<file path="config.mk">
export PLATFORM = sky130hd
export DESIGN_NAME = systolic_skew_feeder
export DESIGN_NICKNAME = d
export VERILOG_FILES = /design/src/rtl/systolic_skew_feeder.sv
export SDC_FILE = /design/constraint.sdc
export NUM_CORES = 1
export LEC_CHECK = 0
export BUFFER_PORTS_ARGS = -buffer_cell sky130_fd_sc_hd__buf_4
export CAP_MARGIN = 40
export CORE_MARGIN = 5
export CORE_UTILIZATION = 56
export CTS_BUF_LIST = sky130_fd_sc_hd__clkbuf_16
export DETAILED_ROUTE_END_ITERATION = 6
export PLACE_DENSITY = 0.9
export SLEW_MARGIN = 20
export SYNTH_ARGS = -nofsm -noshare
export SYNTH_HDL_FRONTEND = slang
export SYNTH_SLANG_ARGS = --single-unit
</file>
<file path="constraint.sdc">
create_clock -name clk -period 9.92 [get_ports clk]
set_input_delay 0.992 -clock clk [delete_from_list [all_inputs] [get_ports clk]]
set_output_delay 0.992 -clock clk [all_outputs]
set_load 0.05 [all_outputs]
</file>
<file path="src/rtl/systolic_skew_feeder.sv">
// -----------------------------------------------------------------------------
// systolic_skew_feeder
//
// Edge feeder placed directly upstream of the INT8 PE grid. One K-step
// wavefront (N row elements + N column elements) is taken per handshake and
// driven into the array with the diagonal skew the grid needs: lane i reaches
// the array edge i+1 advances after acceptance. Zero bubbles are injected on
// every advance that does not accept a wavefront, so partial sums inside the
// PEs are unaffected. After the last wavefront the feeder keeps advancing
// with zeros until the final product has reached PE[N-1][N-1], then pulses
// tile_done.
//
// Ports
//   clk         clock
//   rst         synchronous, active-high reset
//   arr_en      array advance enable; low freezes feeder and array
//   in_valid    wavefront on in_rows/in_cols is valid
//   in_ready    feeder can accept a wavefront this cycle (combinational)
//   in_last     marks the final wavefront of a tile
//   in_rows     row-lane data, lane i = [i*DATA_W +: DATA_W]
//   in_cols     column-lane data, same packing
//   west_rows   skewed row data to the west array edge
//   north_cols  skewed column data to the north array edge
//   row_vld     per-lane valid for west_rows
//   col_vld     per-lane valid for north_cols
//   busy        high while streaming or flushing a tile
//   tile_done   one-cycle pulse when the tile flush completes
//
// state  | meaning
// -------+-------------------------------------------------------------
// IDLE   | no tile in progress, ready for the first wavefront
// STREAM | tile open, accepting wavefronts, bubbles on in_valid=0
// FLUSH  | last wavefront taken, advancing zeros for 2N-1 advances
// DONE   | tile_done pulse, returns to IDLE on the next edge
// -----------------------------------------------------------------------------
module systolic_skew_feeder #(
  parameter int N      = 4,
  parameter int DATA_W = 16
) (
  input  logic                clk,
  input  logic                rst,
  input  logic                arr_en,
  input  logic                in_valid,
  output logic                in_ready,
  input  logic                in_last,
  input  logic [N*DATA_W-1:0] in_rows,
  input  logic [N*DATA_W-1:0] in_cols,
  output logic [N*DATA_W-1:0] west_rows,
  output logic [N*DATA_W-1:0] north_cols,
  output logic [N-1:0]        row_vld,
  output logic [N-1:0]        col_vld,
  output logic                busy,
  output logic                tile_done
);

  typedef enum logic [1:0] {
    S_IDLE   = 2'd0,
    S_STREAM = 2'd1,
    S_FLUSH  = 2'd2,
    S_DONE   = 2'd3
  } state_t;

  // Counter must hold 2N-1; $clog2(2N) bits is always enough (and >= 1).
  localparam int                CNT_W     = $clog2(2 * N);
  localparam logic [CNT_W-1:0]  FLUSH_CYC = CNT_W'(2 * N - 1);
  localparam logic [CNT_W-1:0]  CNT_ONE   = CNT_W'(1);

  state_t             state_q, state_d;
  logic [CNT_W-1:0]   cnt_q, cnt_d;
  logic               accept;

  assign in_ready  = arr_en & ((state_q == S_IDLE) | (state_q == S_STREAM));
  assign accept    = in_valid & in_ready;
  assign busy      = (state_q == S_STREAM) | (state_q == S_FLUSH);
  assign tile_done = (state_q == S_DONE);

  // ---------------------------------------------------------------------------
  // Sequencing FSM
  // ---------------------------------------------------------------------------
  always_ff @(posedge clk) begin
    if (rst) begin
      state_q <= S_IDLE;
      cnt_q   <= '0;
    end else begin
      state_q <= state_d;
      cnt_q   <= cnt_d;
    end
  end

  always_comb begin
    state_d = state_q;
    cnt_d   = cnt_q;
    case (state_q)
      S_IDLE, S_STREAM: begin
        if (accept) begin
          if (in_last) begin
            state_d = S_FLUSH;
            cnt_d   = FLUSH_CYC;
          end else begin
            state_d = S_STREAM;
          end
        end
      end
      S_FLUSH: begin
        // Terminal count of 1 on an advance: that advance moves the final
        // product into PE[N-1][N-1].
        if (arr_en) begin
          cnt_d = cnt_q - CNT_ONE;
          if (cnt_q == CNT_ONE) begin
            state_d = S_DONE;
          end
        end
      end
      S_DONE: begin
        // Leaves DONE regardless of arr_en so the pulse is always one cycle.
        state_d = S_IDLE;
      end
      default: begin
        state_d = S_IDLE;
        cnt_d   = '0;
      end
    endcase
  end

  // ---------------------------------------------------------------------------
  // Skew lanes: lane i is i+1 stages deep. Row and column lanes share the
  // same valid chain since they are loaded and shifted identically.
  // ---------------------------------------------------------------------------
  for (genvar i = 0; i < N; i++) begin : g_lane
    logic [DATA_W-1:0] row_sr [i+1];
    logic [DATA_W-1:0] col_sr [i+1];
    logic              vld_sr [i+1];

    always_ff @(posedge clk) begin
      if (rst) begin
        for (int j = 0; j <= i; j++) begin
          row_sr[j] <= '0;
          col_sr[j] <= '0;
          vld_sr[j] <= 1'b0;
        end
      end else if (arr_en) begin
        // Non-accepting advance injects a zero bubble.
        row_sr[0] <= accept ? in_rows[i*DATA_W +: DATA_W] : '0;
        col_sr[0] <= accept ? in_cols[i*DATA_W +: DATA_W] : '0;
        vld_sr[0] <= accept;
        for (int j = 1; j <= i; j++) begin
          row_sr[j] <= row_sr[j-1];
          col_sr[j] <= col_sr[j-1];
          vld_sr[j] <= vld_sr[j-1];
        end
      end
    end

    assign west_rows[i*DATA_W +: DATA_W]  = row_sr[i];
    assign north_cols[i*DATA_W +: DATA_W] = col_sr[i];
    assign row_vld[i]                     = vld_sr[i];
    assign col_vld[i]                     = vld_sr[i];
  end

endmodule

</file>
==> results, run 1 <==
- The run finished with clean final reports.
- Leaving out fill and tap cells, the most frequent cells in the layout are edfxtp_1 (325), and2_1 (323), buf_4 (276), clkbuf_16 (31), inv_1 (12).
- The simple logic cell fraction of the synthesized area is 16.1%.
- Sorting the synthesized cells by area gives the leading types as edfxtp_1 (75%), and2_1 (16%), buf_4 (5.1%).
- The synthesized netlist occupies a cell area of 0.0130 sq mm.
- The proportion of layout cells with a drive suffix above 1 is 32.1%.
- The worst path uses 27.1% of the clock period.
- The Yosys step of the flow raised 0 warnings.
- The first detailed-routing pass took 4 iterations.
- Using the TritonRoute via totals, the vias-per-cell ratio works out to 4.78.
- edfxtp_1 takes more of the synthesized area than any other cell.
- Row generation in the floorplan step produced 55 rows.
- The number of setup violations in the final report is 0.
- The routed wire length is 22600 um.
- The class of the tightest hold or removal check is reg -> reg.
- The number of placed I/O pins is 272.
- The tree is rooted in a clkbuf_16.
- The global-route wire length before repair is 34600 um.
- The number of violations reported at the end of detailed-routing iteration 0 is 361.
- The non-filler instance count after layout is 1342.
- In this run, synthesis produced a sequential element count of 330.
- The tightest hold margin is 0.512 ns.
- The critical path is of the reg -> out type.
- After Yosys synthesis, XOR and XNOR cells account for 0% of the synthesized area.
- The combined global-route utilization of all metal layers is 16.7%.
- At the worst endpoint, the required time is 8.93 ns.
- After clock tree synthesis, the setup repair step added 0 buffers.
- The number of pins exceeding their max-slew limit in the final report is 0.
- The initial antenna violation count is 0.
- The die is 162 um tall.
- The tool flagged a number of max-cap violations equal to 0.
- In the synthesized netlist, mux cells make up 0% of the area.
- The maximum fanout along the worst path is 6.
- The worst pin sits at a relative slew slack of 48.3%.
- The number of global-route vias before repair is 6497.
- The cell count after synthesis is 814.
- The post-synthesis share of cell area spent on full adders, half adders and majority gates is 0.578%.
- The number of filler instances in the final layout is 1429.
- The congestion estimate from routability-driven global placement came to 0.764.
- The longest clock path from root to sink contains 3 buffers.
- The maximum achievable frequency is 0.372 GHz.
- The largest voltage drop on the vdd net is 0.170 mV.
- The startpoint class of the critical path is a flip-flop.
- The area fraction in compound gates after synthesis is 0.934%.
- Power spread over the standard cell area amounts to 207 mW/mm^2.
- Each instance of the synthesized netlist takes up on average 16.0 sq um.
- After layout, the minimum clock period comes to 2.69 ns.
- The reported leakage power is 6.66 nW.
- In the final routed layout, each cell accounts on average for 16.9 um.
- The slew at the pin with the worst max-slew slack is 0.776 ns.
- The proportion of netlist area held by the largest area contributor is 75.1%.
- Global routing finished with a remaining overflow of 0.
- For this configuration, the core starts out at a cell density of 57.1%.
- Once detailed placement completed, the half-perimeter wirelength came to 15400 um.
- The via count is 6413.
- Counting every net in the synthesized netlist gives 953.
- The maximum clock skew at final layout is 0.00431 ns.
- CTS built an H-tree with a depth of 1.
- The clock slew at the register clock pins of the worst setup and hold paths is 0.06 ns.
- The most common library cell in the layout ignoring fill and taps is edfxtp_1.
- The number of nets in the final layout is 1144.
- The count of nets left with antenna violations once routing finished came out at 0.
- The die covers 0.0264 sq mm.
- The data arrival at the endpoint of the critical path is 1.69 ns.
- The clock sink count is 330.
- The worst setup path is captured at an output pin.
- For this run, the register share of the synthesized area comes to 75.9%.
- The number of placed instances with taps included is 1285.
- In this run the tool buffered the top-level ports with 271 buffer cells.
- Clock latency on the worst-skew pair, taken at its later pin, is 0.53 ns.
- The number of different library cells used by synthesis comes to 26.
- TritonCTS created 31 clock buffers.
- The clock tree from TritonCTS is built.
- The number of hold buffers added after CTS was 0.
- The residual DRC count is 0.
- The number of endpoints with negative hold slack in the final report is 0.
- In the final timing run, aggregate negative setup slack is 0 ns.
- The main combinational cell family by area after synthesis is simple AND/OR/NAND/NOR gates.
- The x dimension of the die is 162 um.
- The core region is 0.0228 sq mm.
- The repair_antennas step left the layout with diodes totalling 0.
- The pin count of the biggest net entering global routing is 98.
- Setup repair after global routing left no endpoint under its margin.
- The area added between synthesis and finish is 21.4%.
- In this run, post-CTS repair resized a total of 0 instances.
state kept, by name, indices dropped and copies added, names as in the netlist:
signal	count
g_lane.vld_sr	5
cnt_q	3
g_lane.col_sr	160
state_q	2
g_lane.row_sr	160
where the power goes:
part | switching (mW) | leakage (nW) | internal [mW]
registers | 0.0349 | 3.65 | 1.65
logic | 0.285 | 2.49 | 0.151
clock network | 0.472 | 0.518 | 0.668
critical path, stage by stage, from the launching register on:
cell     delay (ns)
dfxtp_1        0.44
inv_1          0.11
ha_1           0.23
o21a_1         0.19
buf_4          0.18
kinds of logic after synthesis:
logic type	count (synthesis)
compound gates	14
fa+ha+maj	6
buf+inv	128
flops	330
simple gates	336
Yosys cell counts:
master,n
nor2b_2,1
a31oi_1,1
nor2_1,5
edfxtp_1,325
or2b_1,1
a311oi_1,2
ha_1,6
o21ai_0,1
nand2b_1,3
inv_1,4
and2_1,323
a211oi_2,1
buf_4,88
a2bb2oi_1,1
nor3_1,1
o21a_1,2
a211oi_4,1
a21oi_1,2
a2111oi_0,1
dfxtp_1,5
clkbuf_1,5
nor2b_1,1
o211ai_1,1
or2_2,1
a41o_1,1
buf_2,31
stage by stage:
step                area, sq um  total power [mW]  worst slack, ns  util [%]
floorplan                 13000              2.04             4.27         -
global placement          14600              2.13             6.63      64.3
detailed placement        14800              2.15             6.81      64.9
CTS                       15800              3.29             7.22      69.3
global route              15800              3.38             7.13      69.3
finish                    15800              3.26             7.23      69.3
area by class of cell:
| type | instances | area (sq um) | area share, % |
|---|---|---|---|
| flip-flops and latches | 330 | 9860 | 62.5 |
| multi-input cells | 356 | 2300 | 14.6 |
| repair buffers | 282 | 2210 | 14.0 |
| clock buffers | 31 | 776 | 4.92 |
| well taps | 313 | 392 | 2.48 |
| clock inverters | 26 | 215 | 1.36 |
| inverters | 4 | 15.0 | 0.0952 |
per-layer routing:
metal	up-vias	track usage (%)	wire, um
li1	3084	-	-
met1	3064	19.8	8210
met2	221	29.7	12000
met3	44	4.23	1760
met4	0	6.11	688
met5	-	0	0
path summary, 6_finish.rpt:
kind | start | endpoint | slack [ns] | depth (start not counted)
min reg2reg | g_lane[1].vld_sr[0][0] | g_lane[2].vld_sr[0][1] | 0.51 | 1
min | g_lane[1].vld_sr[0][0] | g_lane[2].vld_sr[0][1] | 0.51 | 1
max reg2reg | state_q[0] | g_lane[2].row_sr[0][1] | 7.42 | 6
max | state_q[0] | in_ready | 7.23 | 4
(Power assumes the default switching activity.)
==> inputs of run 2 (changes only) <==
--- a/config.mk
+++ b/config.mk
@@ -8,10 +8,10 @@
 export BUFFER_PORTS_ARGS = -buffer_cell sky130_fd_sc_hd__buf_4
 export CAP_MARGIN = 40
 export CORE_MARGIN = 5
-export CORE_UTILIZATION = 56
+export CORE_UTILIZATION = 55
 export CTS_BUF_LIST = sky130_fd_sc_hd__clkbuf_16
 export DETAILED_ROUTE_END_ITERATION = 6
-export PLACE_DENSITY = 0.9
+export PLACE_DENSITY = 0.89
 export SLEW_MARGIN = 20
 export SYNTH_ARGS = -nofsm -noshare
 export SYNTH_HDL_FRONTEND = slang
==> constraint.sdc (replaced) <==
create_clock -name clk -period 2.6 [get_ports clk]
set_input_delay 0.26 -clock clk [delete_from_list [all_inputs] [get_ports clk]]
set_output_delay 0.26 -clock clk [all_outputs]
set_load 0.05 [all_outputs]
==> run 2 against run 1 <==
Compared with the run above:
- clock-buffer cell count increased by 6
- design area increased by 1.2%
- sequential power increased to 3.8 times the previous value
- global-route usage increased by 0.23 points
- largest power group unchanged
==> results, run 2 (synthesis gave the netlist of run 1 again) <==
- The total die area is 0.0268 sq mm (+1.7%).
- The number of pins exceeding their max-slew limit in the final report is 0 (unchanged).
- The multi-input logic area is 0.00230 sq mm (unchanged).
- The final HPWL from detailed placement came to 15700 um (+2.2%).
- The start of the worst register-to-register path is state_q[1].
- The number of CTS-inserted buffers is 34 (+9.7%).
- The number of placed I/O pins is 272 (unchanged).
- The overall die height is 164 um (+0.85%).
- The depth of the worst register-to-register path is 7 (+1).
- In the final layout, the registers with the most flip-flops are g_lane.col_sr: 160 flops, g_lane.row_sr: 160 flops, g_lane.vld_sr: 5 flops.
- The initial antenna violation count is 0 (unchanged).
- In this run the worst hold path is classified as in -> reg.
- The pin count of the biggest net entering global routing was 137 (+40%).
- The reported leakage power is 6.73 nW (+1.1%).
- The delay of the slowest cell on the worst path was 0.44 ns (about the same).
- The most common library cell in the layout ignoring fill and taps is edfxtp_1.
- The per-cell routed wire length is 16.9 um (+0.13%).
- The path with the worst hold slack has its endpoint at g_lane[3].col_sr[0][14].
- The critical path goes through inv_1 -> ha_1 -> o211ai_1 -> nor2_4 -> buf_16 -> buf_12 -> and2_1.
- The maximum level of the CTS H-tree is 2 (+1).
- The residual DRC count is 0 (unchanged).
- The total setup buffers inserted after CTS is 0 (unchanged).
- The largest voltage drop on the vdd net is 0.513 mV (+200%).
- The data required time of the worst path is 2.85 ns (-6.08 ns).
- The number of port buffers came to 271 (unchanged).
- The maximum clock skew at final layout is 0.00914 ns (+0.00483 ns).
- The total congestion overflow after global routing is 0 (unchanged).
- The number of global-route vias before repair was 6646 (+2.3%).
- Setup repair after global routing left no endpoint under its margin.
- The clock insertion delay at the later pin of the skew report is 0.49 ns (-0.04 ns).
- The slowest library cell on the worst path is dfxtp_1.
- The flop-to-flop setup slack is 0.43 ns (-6.99 ns).
- The worst hold path cell count is 2 (+1).
- The maximum fanout along the worst path is 80 (+74).
- The number of gates resized after cts is 0 (unchanged).
- The area occupied by registers was 0.00986 sq mm (unchanged).
- The global placer's final weighted congestion came to 0.783 (+2.5%).
- The initial core utilization was 55.5% (-1.5 points).
- The detailed-routing iteration count for the pre-antenna-repair pass came to 4 (unchanged).
- The number of endpoints with negative hold slack in the final report is 0 (unchanged).
- In the layout the commonest cells are edfxtp_1 (325), and2_1 (323), buf_4 (277), clkbuf_16 (37), inv_1 (9).
- The critical path class is reg -> reg.
- The via count is 6432 (+0.30%).
- The worst hold path startpoint is in_cols[62].
- The number of violations reported at the end of detailed-routing iteration 0 is 364 (+0.83%).
- The slew at the pin with the worst max-slew slack is 0.501 ns (-0.275 ns).
- Derived from the worst setup path, the maximum achievable clock frequency is 0.462 GHz.
- The clock sink count is 330 (unchanged).
- The total power density per cell area came to 813 mW/mm^2 (+290%).
- The worst slew margin relative to its limit is 66.6% (+18 points).
- The capturing element type of the critical path is a flip-flop.
- The number of setup violations in the final report came to 0 (unchanged).
- The startpoint class of the critical path is a flip-flop.
- The hold buffer count at cts came to 0 (unchanged).
- The tree is rooted in a clkbuf_16.
- The run finished with clean final reports.
- Relative to the synthesized area, the layout overhead comes to 22.9%.
- The shortest clock period the worst path allows after layout is 2.17 ns.
- The number of filler instances in the final layout is 1523 (+6.6%).
- The post-layout utilization of the core is 68.2% (-1.0 points).
- TritonCTS built the clock tree.
- The worst register-to-register path ends at g_lane[3].row_sr[0][2].
- The number of cell rows is 56 (+1.8%).
- The proportion of layout cells with a drive suffix above 1 is 32.8% (+0.75 points).
- The x dimension of the die is 164 um (+0.85%).
- The routed wire length was 22900 um (+1.1%).
- The floorplan core area was 0.0234 sq mm (+2.7%).
- The data arrival at the endpoint of the critical path is 2.42 ns (+0.73 ns).
- The share of the cycle needed by the critical path after routing is 83.3%.
- The clock slew at the register clock pins of the worst setup and hold paths came to 0.06 ns (about the same).
- The number of max-cap violations was 0 (unchanged).
- The number of nets still failing antenna checks after routing came to 0 (unchanged).
- The number of nets in the final layout is 1150 (+0.52%).
- The global-route wire length before repair is 35000 um (+1.1%).
- The setup TNS is 0 ns (unchanged).
- The combined global-route utilization of all metal layers is 17.0% (+0.23 points).
- The number of inserted diodes is 0 (unchanged).
- The tightest hold margin is 0.0385 ns (-0.473 ns).
- The deepest clock path buffer count came to 3 (unchanged).
- The mean number of vias per cell is 4.75 (-0.67%).
[run 2: stage by stage]
| stage | area [sq um] | worst slack (ns) | cells | power (mW) |
|---|---|---|---|---|
| after global placement | 14800 | 0.436 | 1293 | 8.15 |
| final | 16000 | 0.434 | 1355 | 13.0 |
| after detailed placement | 14800 | 0.474 | 1294 | 8.24 |
| after global routing | 16000 | 0.300 | 1355 | 13.5 |
| after CTS | 16000 | 0.460 | 1355 | 13.1 |
| after floorplan | 13000 | -0.561 | 814 | 7.75 |
[run 2: final cells by class]
| cell class | count | share of cell area [%] |
|---|---|---|
| sequential | 330 | 61.7 |
| timing repair buffer | 285 | 14.1 |
| clock buffer | 37 | 5.80 |
| tap | 319 | 2.50 |
| multi-input combinational | 356 | 14.4 |
| inverter | 4 | 0.0940 |
| clock inverter | 24 | 1.37 |
[run 2: worst max-delay path, delay by kind of cell (launching register included)]
kind / cells / cell delay, ns
compound gates: 1 / 0.31
fa+ha+maj: 1 / 0.23
buf+inv: 3 / 0.49
flops: 1 / 0.44
simple gates: 2 / 0.38
[run 2: worst max-delay path by stage]
stage / start / to / slack [ns] / cells past startpoint
2_1_floorplan: rst / g_lane[0].col_sr[0][0] / -0.56 / 2
3_3_place_gp: state_q[1] / g_lane[0].col_sr[0][10] / 0.44 / 6
3_5_place_dp: state_q[1] / g_lane[3].row_sr[0][2] / 0.47 / 7
4_1_cts: state_q[1] / g_lane[0].row_sr[0][5] / 0.46 / 7
5_1_grt: state_q[1] / g_lane[1].row_sr[0][13] / 0.30 / 7
6_report: state_q[1] / g_lane[3].row_sr[0][2] / 0.43 / 7
[run 2: where the power goes]
group          internal [mW]  leakage [nW]  switching, mW
clock network           2.96         0.577           1.90
registers               6.29          3.65          0.131
logic                  0.591          2.51           1.10
[run 2: metal layers]
metal | share of wire, % | global-route usage (%) | vias to the layer above
met3 | 7.8 | 5.07 | 45
met1 | 36 | 19.5 | 3067
met4 | 2.8 | 6.14 | 0
li1 | - | - | 3105
met2 | 53 | 30.1 | 215
met5 | 0 | 0 | -
==> inputs of run 3 (changes only) <==
--- a/config.mk
+++ b/config.mk
@@ -8,10 +8,10 @@
 export BUFFER_PORTS_ARGS = -buffer_cell sky130_fd_sc_hd__buf_4
 export CAP_MARGIN = 40
 export CORE_MARGIN = 5
-export CORE_UTILIZATION = 55
+export CORE_UTILIZATION = 49
 export CTS_BUF_LIST = sky130_fd_sc_hd__clkbuf_16
 export DETAILED_ROUTE_END_ITERATION = 6
-export PLACE_DENSITY = 0.89
+export PLACE_DENSITY = 0.85
 export SLEW_MARGIN = 20
 export SYNTH_ARGS = -nofsm -noshare
 export SYNTH_HDL_FRONTEND = slang
==> constraint.sdc (replaced) <==
create_clock -name clk -period 1.8 [get_ports clk]
set_input_delay 0.18 -clock clk [delete_from_list [all_inputs] [get_ports clk]]
set_output_delay 0.18 -clock clk [all_outputs]
set_load 0.05 [all_outputs]
==> run 3 against run 2 <==
Compared with the run above:
- via count rose by 11%
- first-iteration DRC count grew 11%
- global-route usage increased by 0.99 points
- sequential power up 45%
- cell count is 12% higher
- power increased by 46%
- utilization fell by 1.5 points
- non-clock buffer count up 141
- fmax grew 25%
- combinational power up 66%
- critical endpoint is now g_lane[2].col_sr[0][11]
- design area up 8.9%
==> results, run 3 (synthesis gave the netlist of run 1 again) <==
- The flow ran to the end, and the final reports show no timing, DRC or antenna violations.
- The most common library cell in the layout ignoring fill and taps is edfxtp_1.
- The flop-to-flop setup slack is 0.07 ns (-0.36 ns).
- The share of the cycle needed by the critical path after routing is 95.9% (+13 points).
- The critical path class is reg -> reg.
- The clock sink count is 330 (unchanged).
- The maximum fanout along the worst path was 38 (-53%).
- The floorplan core area is 0.0261 sq mm (+11%).
- The number of placed instances with taps included is 1321 (+2.1%).
- The slowest library cell on the worst path is dfxtp_2.
- The slew at the pin with the worst max-slew slack is 0.429 ns (-0.0718 ns).
- Compared with the post-synthesis result, the final layout area differs by 33.8%.
- The proportion of layout cells with a drive suffix above 1 came to 30.1% (-2.7 points).
- In the layout the commonest cells are edfxtp_1 (325), and2_1 (322), buf_4 (285), dlygate4sd3_1 (129), clkbuf_16 (38).
- The delay of the slowest cell on the worst path was 0.34 ns (-0.10 ns).
- The maximum clock skew at final layout is 0.00997 ns (+0.000829 ns).
- The capturing element type of the critical path is a flip-flop.
- The class of the tightest hold or removal check is in -> reg.
- The clock slew at the register clock pins of the worst setup and hold paths is 0.06 ns (about the same).
- The maximum level of the CTS H-tree came to 2 (unchanged).
- The total die area came to 0.0299 sq mm (+11%).
- The global placer's final weighted congestion is 0.760 (-2.9%).
- The final HPWL from detailed placement is 15800 um (+0.17%).
- The number of cell rows is 59 (+5.4%).
- Setup repair after global routing left no endpoint under its margin.
- The deepest clock path buffer count is 3 (unchanged).
- The total congestion overflow after global routing came to 0 (unchanged).
- The clock tree from TritonCTS is built.
- The endpoint identified for the worst register-to-register timing path is g_lane[2].col_sr[0][11].
- The shortest clock period the worst path allows after layout came to 1.73 ns (-0.440 ns).
- The per-cell routed wire length is 18.1 um (+7.4%).
- The number of placed I/O pins is 272 (unchanged).
- The number of nets in the final layout is 1292 (+12%).
- The non-filler instance count after layout is 1512 (+12%).
- Walking the worst path, the cells encountered are inv_1 -> ha_1 -> o211ai_1 -> nor2_4 -> clkbuf_16 -> and2_1.
- The total power density per cell area is 1090 mW/mm^2 (+34%).
- The initial antenna violation count is 0 (unchanged).
- The routed wire length is 27400 um (+20%).
- The overall die height is 173 um (+5.6%).
- The number of max-cap violations is 0 (unchanged).
- The data arrival at the endpoint of the critical path came to 1.97 ns (-0.45 ns).
- The residual DRC count is 0 (unchanged).
- The number of inserted diodes came to 0 (unchanged).
- The x dimension of the die is 173 um (+5.6%).
- The clock insertion delay at the later pin of the skew report is 0.49 ns (about the same).
- STA classifies the critical path startpoint as a flip-flop.
- The mean number of vias per cell was 4.73 (-0.25%).
- The data required time of the worst path was 2.05 ns (-0.80 ns).
- The worst register-to-register path begins at state_q[0].
- The post-route total power came to 19.0 mW (+46%).
- The number of CTS-inserted buffers was 35 (+2.9%).
- The global-route wire length before repair is 42400 um (+21%).
- The number of violations reported at the end of detailed-routing iteration 0 was 405 (+11%).
- The number of pins exceeding their max-slew limit in the final report is 0 (unchanged).
- The worst slew margin relative to its limit is 71.3% (+4.7 points).
- The pin count of the biggest net entering global routing is 122 (-11%).
- The final worst setup slack is 0.0736 ns (-0.360 ns).
- The maximum achievable frequency was 0.579 GHz (+25%).
- The total setup buffers inserted after CTS was 0 (unchanged).
- The launching instance or port of the critical path is state_q[0].
- The number of port buffers is 271 (unchanged).
- The largest registers in the layout are g_lane.col_sr: 160 flops, g_lane.row_sr: 160 flops, g_lane.vld_sr: 5 flops.
- The number of endpoints with negative hold slack in the final report was 0 (unchanged).
- The combined global-route utilization of all metal layers was 18.0% (+0.99 points).
- The detailed-routing iteration count for the pre-antenna-repair pass came to 6 (+2).
- The via count is 7159 (+11%).
- The number of nets still failing antenna checks after routing is 0 (unchanged).
- The critical path ends at g_lane[2].col_sr[0][11].
- The depth of the worst register-to-register path was 6 (-1).
- The largest voltage drop on the vdd net is 1.04 mV (+100%).
- The reported leakage power is 7.34 nW (+9.1%).
- The number of global-route vias before repair was 7754 (+17%).
- The number of setup violations in the final report is 0 (unchanged).
- The pre-CTS worst setup slack is 0.0565 ns (-0.417 ns).
- The tree is rooted in a clkbuf_16.
- The initial core utilization is 49.9% (-5.7 points).
## run 3: per-stage QoR
step                area [sq um]  util [%]  hold slack (ns)  setup TNS (ns)
global route               17400      66.7            0.105               0
global placement           14900      57.3            0.453               0
CTS                        17300      66.6           0.0761               0
floorplan                  13000         -            0.362         -416.31
finish                     17400      66.7            0.107               0
detailed placement         14900      57.3            0.461               0
## run 3: what timing repair did
item / CTS / global route
resized for setup: 0 / 5
hold buffers: 129 / 0
setup endpoints to repair: 0 / 109
endpoints found under the hold margin: 131 / 0
## run 3: worst max-delay path, delay by kind of cell, from the launching register on
kind	cells	cell delay [ns]
adder cells (fa/ha/maj)	1	0.23
AO/OA/AOI/OAI	1	0.32
flip-flops	1	0.34
buffers and inverters	2	0.29
AND/OR/NAND/NOR	2	0.30
## run 3: cell type report
class                   count  area, sq um
clock buffers              37          926
fillers                  1696         8670
clock inverters            24          185
repair buffers            426         3670
multi-input cells         356         2310
well taps                 335          419
flip-flops and latches    330         9860
inverters                   4         15.0
## run 3: worst min path at each step
stage	end	slack (ns)	depth (start not counted)	start
after global placement	cnt_q[1]	0.45	2	rst
after detailed placement	g_lane[2].row_sr[0][5]	0.46	2	in_rows[37]
after CTS	state_q[1]	0.08	3	in_last
after floorplan	cnt_q[1]	0.36	2	rst
after global routing	state_q[1]	0.10	3	in_last
final	state_q[1]	0.11	3	in_last
## run 3: routing by layer
metal  global-route usage (%)  wire (um)
met1                     19.6       9710
met2                     32.4      14500
met3                     4.96       1860
met4                     8.35       1310
met5                        0          0
## run 3: report_power, final
group	switching (mW)	internal [mW]
Combinational	1.71	1.10
Clock	2.77	4.13
Sequential	0.185	9.10
Total	4.67	14.3
